File: src/rtl/core_inst_pkg.sv
// -----------------------------------------------------------------------------
// core_inst_pkg
// Shared definitions for the per-core instruction decoder:
//   - instruction field widths and bit positions of the 21-bit core word
//   - packed struct overlay of the instruction word
//   - phase (FSM state) encoding
//   - protocol error codes
// -----------------------------------------------------------------------------
package core_inst_pkg;

  // Field widths
  localparam int INST_W = 21;
  localparam int ADDR_W = 4;
  localparam int SFP_W  = 4;

  // Bit positions inside the instruction word
  localparam int BIT_WRITE_BACK  = 20;
  localparam int BIT_FIFO_EXT_RD = 19;
  localparam int BIT_ACC         = 18;
  localparam int BIT_DIV         = 17;
  localparam int BIT_OFIFO_RD    = 16;
  localparam int VNMEM_ADD_MSB   = 15;
  localparam int VNMEM_ADD_LSB   = 12;
  localparam int PMEM_ADD_MSB    = 11;
  localparam int PMEM_ADD_LSB    = 8;
  localparam int BIT_EXECUTE     = 7;
  localparam int BIT_LOAD        = 6;
  localparam int BIT_VMEM_RD     = 5;
  localparam int BIT_VMEM_WR     = 4;
  localparam int BIT_NMEM_RD     = 3;
  localparam int BIT_NMEM_WR     = 2;
  localparam int BIT_PMEM_RD     = 1;
  localparam int BIT_PMEM_WR     = 0;

  // Overlay of the instruction word, MSB first
  typedef struct packed {
    logic              write_back;
    logic              fifo_ext_rd;
    logic              acc;
    logic              div;
    logic              ofifo_rd;
    logic [ADDR_W-1:0] vnmem_add;
    logic [ADDR_W-1:0] pmem_add;
    logic              execute;
    logic              load;
    logic              vmem_rd;
    logic              vmem_wr;
    logic              nmem_rd;
    logic              nmem_wr;
    logic              pmem_rd;
    logic              pmem_wr;
  } inst_t;

  // Phase reported on the phase output
  typedef enum logic [2:0] {
    PH_IDLE  = 3'd0,
    PH_LOAD  = 3'd1,
    PH_EXEC  = 3'd2,
    PH_MOVE  = 3'd3,
    PH_READ  = 3'd4,
    PH_WRITE = 3'd5
  } phase_e;

  // Protocol error causes; a lower code wins when several occur together
  typedef enum logic [2:0] {
    ERR_NONE        = 3'd0,
    ERR_RW_CONFLICT = 3'd1,
    ERR_LOAD_EXEC   = 3'd2,
    ERR_OVERLOAD    = 3'd3,
    ERR_POP_NO_MOVE = 3'd4
  } err_e;

endpackage : core_inst_pkg

File: src/rtl/core_inst_sram_strobe.sv
// -----------------------------------------------------------------------------
// core_inst_sram_strobe
// Turns one memory's rd/wr request bits and address into registered,
// active-low SRAM strobes. A simultaneous rd and wr is a protocol conflict:
// both strobes are held inactive for that instruction.
//
// Ports:
//   clk, reset   core clock, synchronous active-high reset
//   rd, wr       request bits from the current instruction
//   addr         address field from the current instruction
//   conflict     combinational: rd and wr requested together
//   rd_issued    combinational: a genuine read is launched by this instruction
//   cen, wen     registered chip-enable / write-enable, active low
//   a            registered address
// -----------------------------------------------------------------------------
module core_inst_sram_strobe
  import core_inst_pkg::*;
#(
  parameter int addr_w = 4
) (
  input  logic              clk,
  input  logic              reset,
  input  logic              rd,
  input  logic              wr,
  input  logic [addr_w-1:0] addr,
  output logic              conflict,
  output logic              rd_issued,
  output logic              cen,
  output logic              wen,
  output logic [addr_w-1:0] a
);

  assign conflict  = rd & wr;
  assign rd_issued = rd & ~wr;

  // NOTE: sequential state uses non-blocking (<=) so every register samples
  // pre-edge values regardless of statement order; blocking here would create
  // order-dependent simulation and sim/synth mismatches.
  always_ff @(posedge clk) begin
    if (reset) begin
      cen <= 1'b1;
      wen <= 1'b1;
      a   <= '0;
    end else begin
      cen <= ~(rd | wr) | conflict;
      wen <= ~wr | conflict;
      a   <= addr;
    end
  end

endmodule : core_inst_sram_strobe

File: src/rtl/core_inst_decoder.sv
// -----------------------------------------------------------------------------
// core_inst_decoder
// Core-side responder for the 21-bit instruction word from the fullchip host
// or sequencer. Registers the instruction into SRAM strobes for vmem, nmem and
// pmem, aligns MAC load/execute pulses with SRAM read data (Q is valid one
// cycle after the read strobe), reports the phase and flags protocol errors.
//
// Optional feature macro: INST_PERF_CNT_EN adds saturating exec_cnt/move_cnt.
//
// Ports:
//   clk, reset               core clock, synchronous active-high reset
//   inst[20:0]               instruction word (see core_inst_pkg::inst_t)
//   vmem_cen/wen/a           vmem strobes (active low) and address
//   nmem_cen/wen/a           nmem strobes (active low) and address
//   pmem_cen/wen/a           pmem strobes (active low) and address
//   mac_load, load_idx       MAC array latches nmem Q into column load_idx
//   mac_execute              MAC array consumes vmem Q
//   ofifo_rd_o               ofifo pop (registered pass-through)
//   sfp_ctl[3:0]             registered {write_back, fifo_ext_rd, acc, div}
//   phase[2:0]               phase_e encoding
//   proto_err, err_code[2:0] sticky error flag and first error cause
//   exec_cnt, move_cnt       (INST_PERF_CNT_EN only) performance counters
// -----------------------------------------------------------------------------
module core_inst_decoder
  import core_inst_pkg::*;
#(
  parameter int col    = 8,
  parameter int pr     = 8,
  parameter int addr_w = 4,
  parameter int inst_w = 21
) (
  input  logic              clk,
  input  logic              reset,
  input  logic [inst_w-1:0] inst,
  output logic              vmem_cen,
  output logic              vmem_wen,
  output logic [addr_w-1:0] vmem_a,
  output logic              nmem_cen,
  output logic              nmem_wen,
  output logic [addr_w-1:0] nmem_a,
  output logic              pmem_cen,
  output logic              pmem_wen,
  output logic [addr_w-1:0] pmem_a,
  output logic              mac_load,
  output logic [addr_w-1:0] load_idx,
  output logic              mac_execute,
  output logic              ofifo_rd_o,
  output logic [SFP_W-1:0]  sfp_ctl,
  output logic [2:0]        phase,
  output logic              proto_err,
  output logic [2:0]        err_code
`ifdef INST_PERF_CNT_EN
  ,
  output logic [15:0]       exec_cnt,
  output logic [15:0]       move_cnt
`endif
);

  // The field layout is fixed by core_inst_pkg; reject other configurations.
  if (col < 1 || col > (1 << addr_w) || pr < 1 ||
      inst_w != INST_W || addr_w != ADDR_W) begin : g_cfg_check
    $error("core_inst_decoder: unsupported parameter combination");
  end

  localparam logic [addr_w-1:0] COL_LAST = addr_w'(col - 1);

  inst_t d;
  assign d = inst_t'(inst);

  // ---------------------------------------------------------------------------
  // SRAM strobes (1-cycle latency)
  // ---------------------------------------------------------------------------
  logic vmem_conflict, nmem_conflict, pmem_conflict;
  logic vmem_rd_issued, nmem_rd_issued, pmem_rd_issued;

  core_inst_sram_strobe #(.addr_w(addr_w)) u_vmem_strobe (
    .clk       (clk),
    .reset     (reset),
    .rd        (d.vmem_rd),
    .wr        (d.vmem_wr),
    .addr      (d.vnmem_add),
    .conflict  (vmem_conflict),
    .rd_issued (vmem_rd_issued),
    .cen       (vmem_cen),
    .wen       (vmem_wen),
    .a         (vmem_a)
  );

  core_inst_sram_strobe #(.addr_w(addr_w)) u_nmem_strobe (
    .clk       (clk),
    .reset     (reset),
    .rd        (d.nmem_rd),
    .wr        (d.nmem_wr),
    .addr      (d.vnmem_add),
    .conflict  (nmem_conflict),
    .rd_issued (nmem_rd_issued),
    .cen       (nmem_cen),
    .wen       (nmem_wen),
    .a         (nmem_a)
  );

  // pmem reads feed the host path only, so rd_issued is not needed here.
  logic pmem_rd_unused;
  core_inst_sram_strobe #(.addr_w(addr_w)) u_pmem_strobe (
    .clk       (clk),
    .reset     (reset),
    .rd        (d.pmem_rd),
    .wr        (d.pmem_wr),
    .addr      (d.pmem_add),
    .conflict  (pmem_conflict),
    .rd_issued (pmem_rd_issued),
    .cen       (pmem_cen),
    .wen       (pmem_wen),
    .a         (pmem_a)
  );
  assign pmem_rd_unused = pmem_rd_issued;

  // ---------------------------------------------------------------------------
  // Phase, error and load-column bookkeeping
  // ---------------------------------------------------------------------------
  phase_e phase_q, phase_d;
  err_e   err_d;
  logic   ld_pend;    // registered: nmem read for a legal load in flight
  logic   ex_pend;    // registered: vmem read for a legal execute in flight
  logic   load_full;  // all col columns have been loaded this LOAD phase
  logic   full_eff;
  logic   enter_load;
  logic   load_fire;

  // A column index of col-1 currently on the output counts as the last slot.
  assign full_eff   = load_full | (mac_load & (load_idx == COL_LAST));
  assign load_fire  = ld_pend & ~full_eff;
  assign enter_load = (phase_d == PH_LOAD) && (phase_q != PH_LOAD);

  // NOTE: every variable driven here gets a default first, so no path leaves
  // it unassigned and no latch is inferred.
  always_comb begin
    phase_d = PH_IDLE;
    if (d.load)                        phase_d = PH_LOAD;
    else if (d.execute)                phase_d = PH_EXEC;
    else if (d.ofifo_rd && d.pmem_wr)  phase_d = PH_MOVE;
    else if (d.pmem_rd)                phase_d = PH_READ;
    else if (d.vmem_wr || d.nmem_wr || d.pmem_wr) phase_d = PH_WRITE;

    // Written highest code first so the lowest simultaneous cause wins.
    err_d = ERR_NONE;
    if (d.ofifo_rd && !d.pmem_wr) err_d = ERR_POP_NO_MOVE;
    if (ld_pend && full_eff)      err_d = ERR_OVERLOAD;
    if (d.load && d.execute)      err_d = ERR_LOAD_EXEC;
    if (vmem_conflict || nmem_conflict || pmem_conflict) err_d = ERR_RW_CONFLICT;
  end

  always_ff @(posedge clk) begin
    if (reset) begin
      phase_q     <= PH_IDLE;
      ld_pend     <= 1'b0;
      ex_pend     <= 1'b0;
      mac_load    <= 1'b0;
      mac_execute <= 1'b0;
      load_idx    <= '0;
      load_full   <= 1'b0;
      ofifo_rd_o  <= 1'b0;
      sfp_ctl     <= '0;
      proto_err   <= 1'b0;
      err_code    <= ERR_NONE;
    end else begin
      phase_q    <= phase_d;
      ofifo_rd_o <= d.ofifo_rd;
      sfp_ctl    <= {d.write_back, d.fifo_ext_rd, d.acc, d.div};

      // Stage 1: remember which reads belong to a legal load/execute.
      // load+execute together suppresses both pulses.
      ld_pend <= d.load & ~d.execute & nmem_rd_issued;
      ex_pend <= d.execute & ~d.load & vmem_rd_issued;

      // Stage 2: pulse while the SRAM Q of that read is valid.
      mac_load    <= load_fire;
      mac_execute <= ex_pend;

      // load_idx names the column of the pulse on the output, then advances
      // after it; it parks at col-1 and load_full blocks further pulses.
      if (enter_load) begin
        load_idx  <= '0;
        load_full <= 1'b0;
      end else if (mac_load) begin
        if (load_idx == COL_LAST) load_full <= 1'b1;
        else                      load_idx  <= load_idx + addr_w'(1);
      end

      if (!proto_err && err_d != ERR_NONE) begin
        proto_err <= 1'b1;
        err_code  <= err_d;
      end
    end
  end

  assign phase = phase_q;

`ifdef INST_PERF_CNT_EN
  // ---------------------------------------------------------------------------
  // Saturating performance counters
  // ---------------------------------------------------------------------------
  always_ff @(posedge clk) begin
    if (reset) begin
      exec_cnt <= '0;
      move_cnt <= '0;
    end else begin
      if (mac_execute && exec_cnt != 16'hFFFF)       exec_cnt <= exec_cnt + 16'd1;
      if (phase_q == PH_MOVE && move_cnt != 16'hFFFF) move_cnt <= move_cnt + 16'd1;
    end
  end
`endif

endmodule : core_inst_decoder

File: config.mk
export PLATFORM = sky130hd
export DESIGN_NAME = core_inst_decoder
export DESIGN_NICKNAME = d
export VERILOG_FILES = /design/src/rtl/core_inst_pkg.sv /design/src/rtl/core_inst_sram_strobe.sv /design/src/rtl/core_inst_decoder.sv
export SDC_FILE = /design/constraint.sdc
export NUM_CORES = 1
export LEC_CHECK = 0
export CORE_MARGIN = 2
export CORE_UTILIZATION = 42
export CTS_CLUSTER_DIAMETER = 30
export DETAILED_ROUTE_END_ITERATION = 8
export MAX_ROUTING_LAYER = met4
export PLACE_DENSITY_LB_ADDON = 0.08
export SLEW_MARGIN = 10
export SYNTH_ARGS = -nofsm -noshare
export SYNTH_HDL_FRONTEND = slang
export SYNTH_HIERARCHICAL = 1
export SYNTH_SLANG_ARGS = --single-unit
File: constraint.sdc
create_clock -name clk -period 3 [get_ports clk]
set_input_delay 0.3 -clock clk [delete_from_list [all_inputs] [get_ports clk]]
set_output_delay 0.3 -clock clk [all_outputs]
set_load 0.01 [all_outputs]
==> reports/results.ini <==
[cells_and_area]
drive_gt1_share_pct = 7.04
area_growth_pct = 51.4
num_antenna_cells = 0
nNetsFinal = 230
stdcell_count = 243
fin_area_um2 = 2100

[sta]
skew_ns = 0.00348
final-setup-viol-count = 0
slew_headroom_pct = 55.3
rsz0062_at_grt = no
fmax_ghz = 0.606
period_minus_slack_ns = 1.65
tightest_slew_ns = 0.668
hold_viol = 0
finalCritPeriodShare_pct = 55.0
setup_tns_ns = 0
maxSlewViolCount = 0

[logic_synthesis]
synth.avg_cell_area_um2 = 10.4
ys_warn_count = 6
syn_inst = 133
synth_area_um2 = 1390
syn-num-nets = 165

[power_and_ir_drop]
peakVddDrop_mv = 0.227
leakage_nw = 0.838
powerDensity_nw_per_um2 = 472

[placed_design]
hpwl_um = 1970
place_congestion = 0.722
io_buffers = 58
place_area_um2 = 2020
dp_cells = 235

[worst_setup_path]
worst_ep_arrival_time_ns = 1.35
crit_slowest_cell = clkdlybuf4s50_1
crit_type = flop to output pin
worst-path-max-fanout = 6
critical-path-max-stage-delay_ns = 0.57
cp_data_required_time_ns = 2.70
path_buf_inv = 1
crit_path_start_kind = flop
crit_family = buffers and inverters
cp_cell_sequence = clkdlybuf4s50_1
cp-end-kind = output pin

[floorplanning]
design.core.area_um2 = 3100
fp.dieH_um = 61.4
io_pins = 59
rows = 20
die_w_um = 61.4
initial_core_util_pct = 44.6
die-area_um2 = 3770

[cts]
postCtsHoldBufs = 0
cts_resized = 0
tritoncts = built
clock-sinks = 39
cts-root-buf = clkbuf_4
htreeDepth = 2
post_cts_buffers = 0
clock_latency_ns = 0.34
clockBufferDepth = 2
clkTransAtPathRegs_ns = 0.11
cts_buffers = 5

[global_route]
grt_pass1_wl_um = 4220
grt_antenna_before_repair = 0
track_usage_pct = 16.3
grt_pass1_vias = 1017
gr-total-overflow = 0
grt_start_max_net_pins = 22

[route]
totalWireLength_um = 2620
ant_nets = 0
vias_per_cell = 4.63
vias = 1125
drc = 0
post_drt_wl_per_cell_um = 10.8
firstDrtPassIters = 4
drtIter0Drc = 37

[flow_run]
cap_viol_max_count = 0

[hold_path]
hp-class = flop to flop

[run_status]
status = complete, no violations

-- per-stage QoR --
| stage | hold slack (ns) | total power [W] | worst slack (ns) | util [%] |
|---|---|---|---|---|
| 2_1_floorplan | 0.372 | 0.000611 | 1.62 | - |
| 3_3_place_gp | 0.424 | 0.000699 | 1.24 | 65.2 |
| 3_5_place_dp | 0.431 | 0.000702 | 1.16 | 65.2 |
| 4_1_cts | 0.459 | 0.00100 | 1.35 | 67.6 |
| 5_1_grt | 0.462 | 0.00104 | 1.30 | 67.6 |
| 6_report | 0.454 | 0.000990 | 1.35 | 67.6 |
-- worst reg2reg max path, stage by stage, from the launching register on --
cell      delay, ns
dfxtp_1        0.40
ha_1           0.25
and4b_4        0.29
o21a_1         0.13
o21ai_1        0.08
a221oi_2       0.25
-- layout by cell type (no fill, tap or decap), types with 2 or more instances in the layout --
cell and instances:
nand2b_1 5, inv_1 8, a21o_1 2, or2_1 3, nand3_1 2, nor2_1 9
a21oi_1 5, xor2_1 2, clkbuf_4 5, nor3_1 5, clkbuf_8 2, nor2b_1 18
o21ai_0 2, nand2_1 8, dfxtp_1 39, ha_1 9, clkdlybuf4s50_1 58
-- cell type report --
cell class / count / area (um^2)
flip-flops and latches: 39 / 781
clock inverters: 1 / 7.51
multi-input cells: 85 / 571
well taps: 44 / 55.1
clock buffers: 7 / 65.1
repair buffers: 59 / 588
fillers: 286 / 1010
inverters: 8 / 30.0
-- registers in the layout (all words and copies together) (netlist names), 3 cells and up --
signal           count
u_vmem_strobe/a      4
load_idx             4
err_code             3
u_pmem_strobe/a      4
sfp_ctl              4
phase                3
u_nmem_strobe/a      4
-- metal layers --
| metal | vias to the layer above | part of all wire [%] | track usage, % | routed length (um) |
|---|---|---|---|---|
| met5 | - | 0 | - | 0 |
| met4 | 0 | 2.5 | 10.0 | 65 |
| met3 | 8 | 7.7 | 5.04 | 202 |
| met2 | 41 | 47 | 25.8 | 1220 |
| met1 | 507 | 43 | 17.7 | 1130 |
| li1 | 569 | - | - | - |
-- power breakdown --
part / total [W] / internal [W] / switching, W
Sequential: 0.000549 / 0.000541 / 0.00000837
Combinational: 0.000139 / 0.0000848 / 0.0000545
Clock: 0.000301 / 0.000137 / 0.000164
Total: 0.000990 / 0.000763 / 0.000227
-- path summary, 6_finish.rpt --
check	startpoint	to	slack, ns	cells past startpoint
min reg2reg	ex_pend	mac_execute	0.45	1
max reg2reg	load_idx[0]	err_code[0]	1.53	5
max	proto_err	proto_err	1.35	1
min	ex_pend	mac_execute	0.45	1
No activity file was read; power rests on OpenSTA's default activity.
==> variant 1, RTL diff (same settings) <==
Build with the macro `INST_PERF_CNT_EN` defined.
--- a/src/rtl/core_inst_decoder.sv
+++ b/src/rtl/core_inst_decoder.sv
@@ -23,2 +23,4 @@
 // -----------------------------------------------------------------------------
+`define INST_PERF_CNT_EN
+
 module core_inst_decoder
Formal check against the unedited RTL (old outputs only; new: exec_cnt and move_cnt): equivalent (Yosys induction, for registers that start in step).
==> variant 1 against the original RTL <==
- sequential cell count is 32 higher
- die area is 120% higher
- sequential share of layout area fell by 4.8 points
- routed wire length rose to 2.7 times the old value
- highest routed layer unchanged
- setup slack got worse by 150 ps
- largest cell class is now multi-input combinational cells
- worst hold slack worse by 11 ps
- critical endpoint is now move_cnt[0]$_SDFFE_PP0P_
- total power grew 100%
- design area rose by 110%
- synthesized area rose by 130%
- count of clock-buffer cells in the layout up 2
==> variant 1: results (changes against the original RTL) <==
[run_status]
outcome=finished clean

[worst_setup_path]
r2r_end=move_cnt[0]$_SDFFE_PP0P_
cpPeakStageDelay_ps=460  ; -110 ps
r2r_slack_ps=1200  ; -330 ps
path_max_fanout=9  ; +3
r2r_start=move_cnt[0]$_SDFFE_PP0P_
cpLargestDelayFamily=simple AND/OR/NAND/NOR gates
critPathSlowestCell=nor4_4
required_ps=3240  ; +540 ps

[detailed_routing]
vias_per_cell=5.197  ; +12%
wl_um=7064  ; +170%
drt_iter0_markers=76  ; +110%

[global_route]
grt_max_degree=36  ; +64%
antenna_found_initial=0  ; unchanged
grt_first_pass_wirelength_um=11990  ; +180%
grt_pass1_vias=2586  ; +150%
grt_usage_pct=18.27  ; +2.0 points

[synth]
avgSynthCellArea_um2=9.173  ; -12%
syn_nets=378  ; +130%

[worst_hold_path]
worstHoldEndpoint=mac_execute$_SDFF_PP0_
min_path_cells=1  ; unchanged

[clock_tree]
cts-buffers-inserted=9  ; +4
cts_max_level=3  ; +1
path_clk_slew_ps=70  ; -40 ps
root_buffer=clkbuf_8

[placed_design]
io_buffers=90  ; +55%
gp_congestion=0.7902  ; +9.5%
dp.final_hpwl_um=5174  ; +160%
dp.cells=526  ; +120%
dp_slack_ps=1061  ; -96.76 ps

[cells_and_area]
layoutNonFillerInstCount=542  ; +120%
drive_gt1_share_pct=9.481  ; +2.4 points
fin_nets=472  ; +110%
num_antenna_cells=0  ; unchanged

[power_and_ir_drop]
vdd_drop_max_v=0.0002843  ; +26%
p_leak_nw=1.589  ; +90%

[sta]
fin_skew_ps=6.826  ; +3.351 ps
slew_headroom_pct=60.05  ; +4.7 points
setup_tns_ps=0  ; unchanged

-- variant 1: worst max-delay path by stage --
stage | start | end | slack (ps) | depth (start not counted)
after floorplan | move_cnt[0]$_SDFFE_PP0P_ | move_cnt[0]$_SDFFE_PP0P_ | 1350 | 5
after global placement | inst[2] | err_code[1]$_SDFFE_PP0P_ | 1130 | 5
after detailed placement | inst[0] | err_code[0]$_SDFFE_PP0P_ | 1060 | 6
after CTS | move_cnt[0]$_SDFFE_PP0P_ | move_cnt[0]$_SDFFE_PP0P_ | 1210 | 5
after global routing | move_cnt[0]$_SDFFE_PP0P_ | move_cnt[0]$_SDFFE_PP0P_ | 1030 | 5
final | move_cnt[0]$_SDFFE_PP0P_ | move_cnt[0]$_SDFFE_PP0P_ | 1200 | 5
-- variant 1: stage by stage --
| step | power [W] | utilization (%) | cell area (um^2) | hold slack [ps] |
|---|---|---|---|---|
| after CTS | 0.002006 | 60.36 | 4378 | 444.8 |
| after detailed placement | 0.001162 | 57.31 | 4156 | 434.2 |
| after floorplan | 0.001063 | - | 3156 | 371.6 |
| final | 0.001979 | 60.36 | 4378 | 442.9 |
| after global routing | 0.002069 | 60.36 | 4378 | 464.6 |
| after global placement | 0.001161 | 57.31 | 4156 | 439.9 |
-- variant 1: final cells by class --
class | instances | area, um^2
inverters | 11 | 41.29
flip-flops and latches | 71 | 1421
well taps | 99 | 123.9
multi-input cells | 251 | 1644
clock buffers | 9 | 123.9
clock inverters | 7 | 97.59
repair buffers | 94 | 925.9
fillers | 652 | 2875
-- variant 1: report_power, final --
group,total [W],switching [W],internal (W)
logic,0.000162,0.0000702,0.0000916
clock network,0.000840,0.000372,0.000469
registers,0.000977,0.0000109,0.000966
total,0.00198,0.000453,0.00153
-- variant 1: metal layers --
| metal | part of all wire, % | global-route usage [%] | wire [um] |
|---|---|---|---|
| met2 | 46 | 27.61 | 3273 |
| met4 | 1.7 | 9.359 | 122 |
| met1 | 46 | 22.38 | 3260 |
| met5 | 0 | - | 0 |
| met3 | 5.8 | 4.925 | 407 |
==> variant 2, RTL diff (config.mk and constraints unchanged) <==
Made on the original files. Remove the register `sfp_ctl`: a continuous assignment takes its place, so the output `sfp_ctl` follows one clock earlier. Comments in the files are not updated.
--- a/src/rtl/core_inst_decoder.sv
+++ b/src/rtl/core_inst_decoder.sv
@@ -162,3 +162,2 @@
       ofifo_rd_o  <= 1'b0;
-      sfp_ctl     <= '0;
       proto_err   <= 1'b0;
@@ -168,3 +167,2 @@
       ofifo_rd_o <= d.ofifo_rd;
-      sfp_ctl    <= {d.write_back, d.fifo_ext_rd, d.acc, d.div};
 
@@ -196,2 +194,4 @@
 
+  assign sfp_ctl = {d.write_back, d.fifo_ext_rd, d.acc, d.div};
+
   assign phase = phase_q;
Function: changed (Yosys sat finds a counterexample within 4 cycles, from zero or initial values and one cycle with reset high).
==> variant 2 against the original RTL <==
- non-clock buffer count is 8 lower
- count of clock-buffer cells in the layout stayed put
- synthesized area is 4.2% lower
- critical path depth stayed put
- total power is 13% lower
- routed wire length is 1.1% higher
- global-route usage is 0.97 points lower
- maximum frequency is 0.80% lower
- via count is 5.6% lower
- sequential cell count is 4 lower
- design area is 9.2% lower
- setup slack worse by 13 ps
- critical path type unchanged
- highest routed layer unchanged
==> variant 2: results (changes against the original RTL) <==
[detailed_routing]
post_drt_wl_per_cell_um=11.68  ; +8.3%
first_pass_iters=4  ; unchanged
via_count=1062  ; -5.6%
drt_iter0_markers=19  ; -49%

[worst_setup_path]
required_ps=2700  ; about the same
path_max_fanout=7  ; +1
cp_data_arrival_time_ps=1360
cpPeakStageDelay_ps=580
r2r_slack_ps=1650  ; +120 ps
critPathSlowestCell=clkdlybuf4s50_1
cpLargestDelayFamily=buffers and inverters

[power_and_ir_drop]
vdd_drop_max_v=0.0003163  ; +40%
p_leak_nw=0.7519  ; -10%

[sta]
finalMaxSlewViolations=0  ; unchanged
slew_headroom_pct=51.49  ; -3.8 points
fin_skew_ps=1.653  ; -1.823 ps
whs_ps=468.8  ; +14.98 ps

[clock_tree]
clk_latency_ps=330
cts_max_level=2  ; unchanged
cts_setup_buffers=0  ; unchanged
path_clk_slew_ps=100
cts-buffers-inserted=5  ; unchanged
clockBufferDepth=2  ; unchanged
root_buffer=clkbuf_4
cts.repair.resized=0  ; unchanged

[global_route]
grt_max_degree=22  ; unchanged
antenna_found_initial=0  ; unchanged
grt_usage_pct=15.31  ; -0.97 points
grt_pass1_vias=890  ; -12%
grt_first_pass_wirelength_um=3919  ; -7.0%

[placed_design]
dp_slack_ps=1077  ; -81.43 ps
dp.final_hpwl_um=2025  ; +2.8%
io_buffers=50  ; -14%
gp_congestion=0.8202  ; +14%

[synth]
syn_nets=162  ; -1.8%
yosys_warnings=6  ; unchanged

[cells_and_area]
drive_gt1_share_pct=6.011  ; -1.0 points
num_antenna_cells=0  ; unchanged
fin_nets=214  ; -7.0%

[worst_hold_path]
hold_class=flip-flop to flip-flop

[run_status]
outcome=finished clean

## variant 2: through the flow
| step | std cells | cell area [um^2] | utilization [%] |
|---|---|---|---|
| 2_1_floorplan | 130 | 1328 | - |
| 3_3_place_gp | 219 | 1853 | 61.20 |
| 3_5_place_dp | 219 | 1853 | 61.20 |
| 4_1_cts | 227 | 1903 | 62.85 |
| 5_1_grt | 227 | 1903 | 62.85 |
| 6_report | 227 | 1903 | 62.85 |
## variant 2: final timing paths
check                                                 to  cells after the start                     start
worst max-delay path                           proto_err                      1    proto_err$_SDFFE_PP0P_
worst min-delay path              mac_execute$_SDFF_PP0_                      1        ex_pend$_SDFF_PP0_
worst max register to register  err_code[2]$_SDFFE_PP0P_                      5  load_idx[0]$_SDFFE_PP0P_
worst min register to register    mac_execute$_SDFF_PP0_                      1        ex_pend$_SDFF_PP0_
## variant 2: area by class of cell
type | instances | area, um^2
Tap cell | 44 | 55.05
Timing Repair Buffer | 51 | 508.0
Multi-Input combinational cell | 83 | 566.8
Sequential cell | 35 | 700.7
Inverter | 6 | 22.52
Fill cell | 274 | 1125
Clock buffer | 7 | 45.04
Clock inverter | 1 | 5.005
## variant 2: where the power goes
group	leakage [nW]	switching, W	internal [W]
sequential	0.289	0.00000897	0.000485
clock	0.0293	0.000146	0.0000913
combinational	0.434	0.0000540	0.0000773
total	0.752	0.000209	0.000654
## variant 2: layer usage
layer | part of all wire (%) | vias up | track usage, %
li1 | - | 542 | -
met1 | 45 | 472 | 16.98
met2 | 47 | 43 | 24.22
met3 | 6.7 | 5 | 6.061
met4 | 1.2 | 0 | 6.667
met5 | 0 | - | -
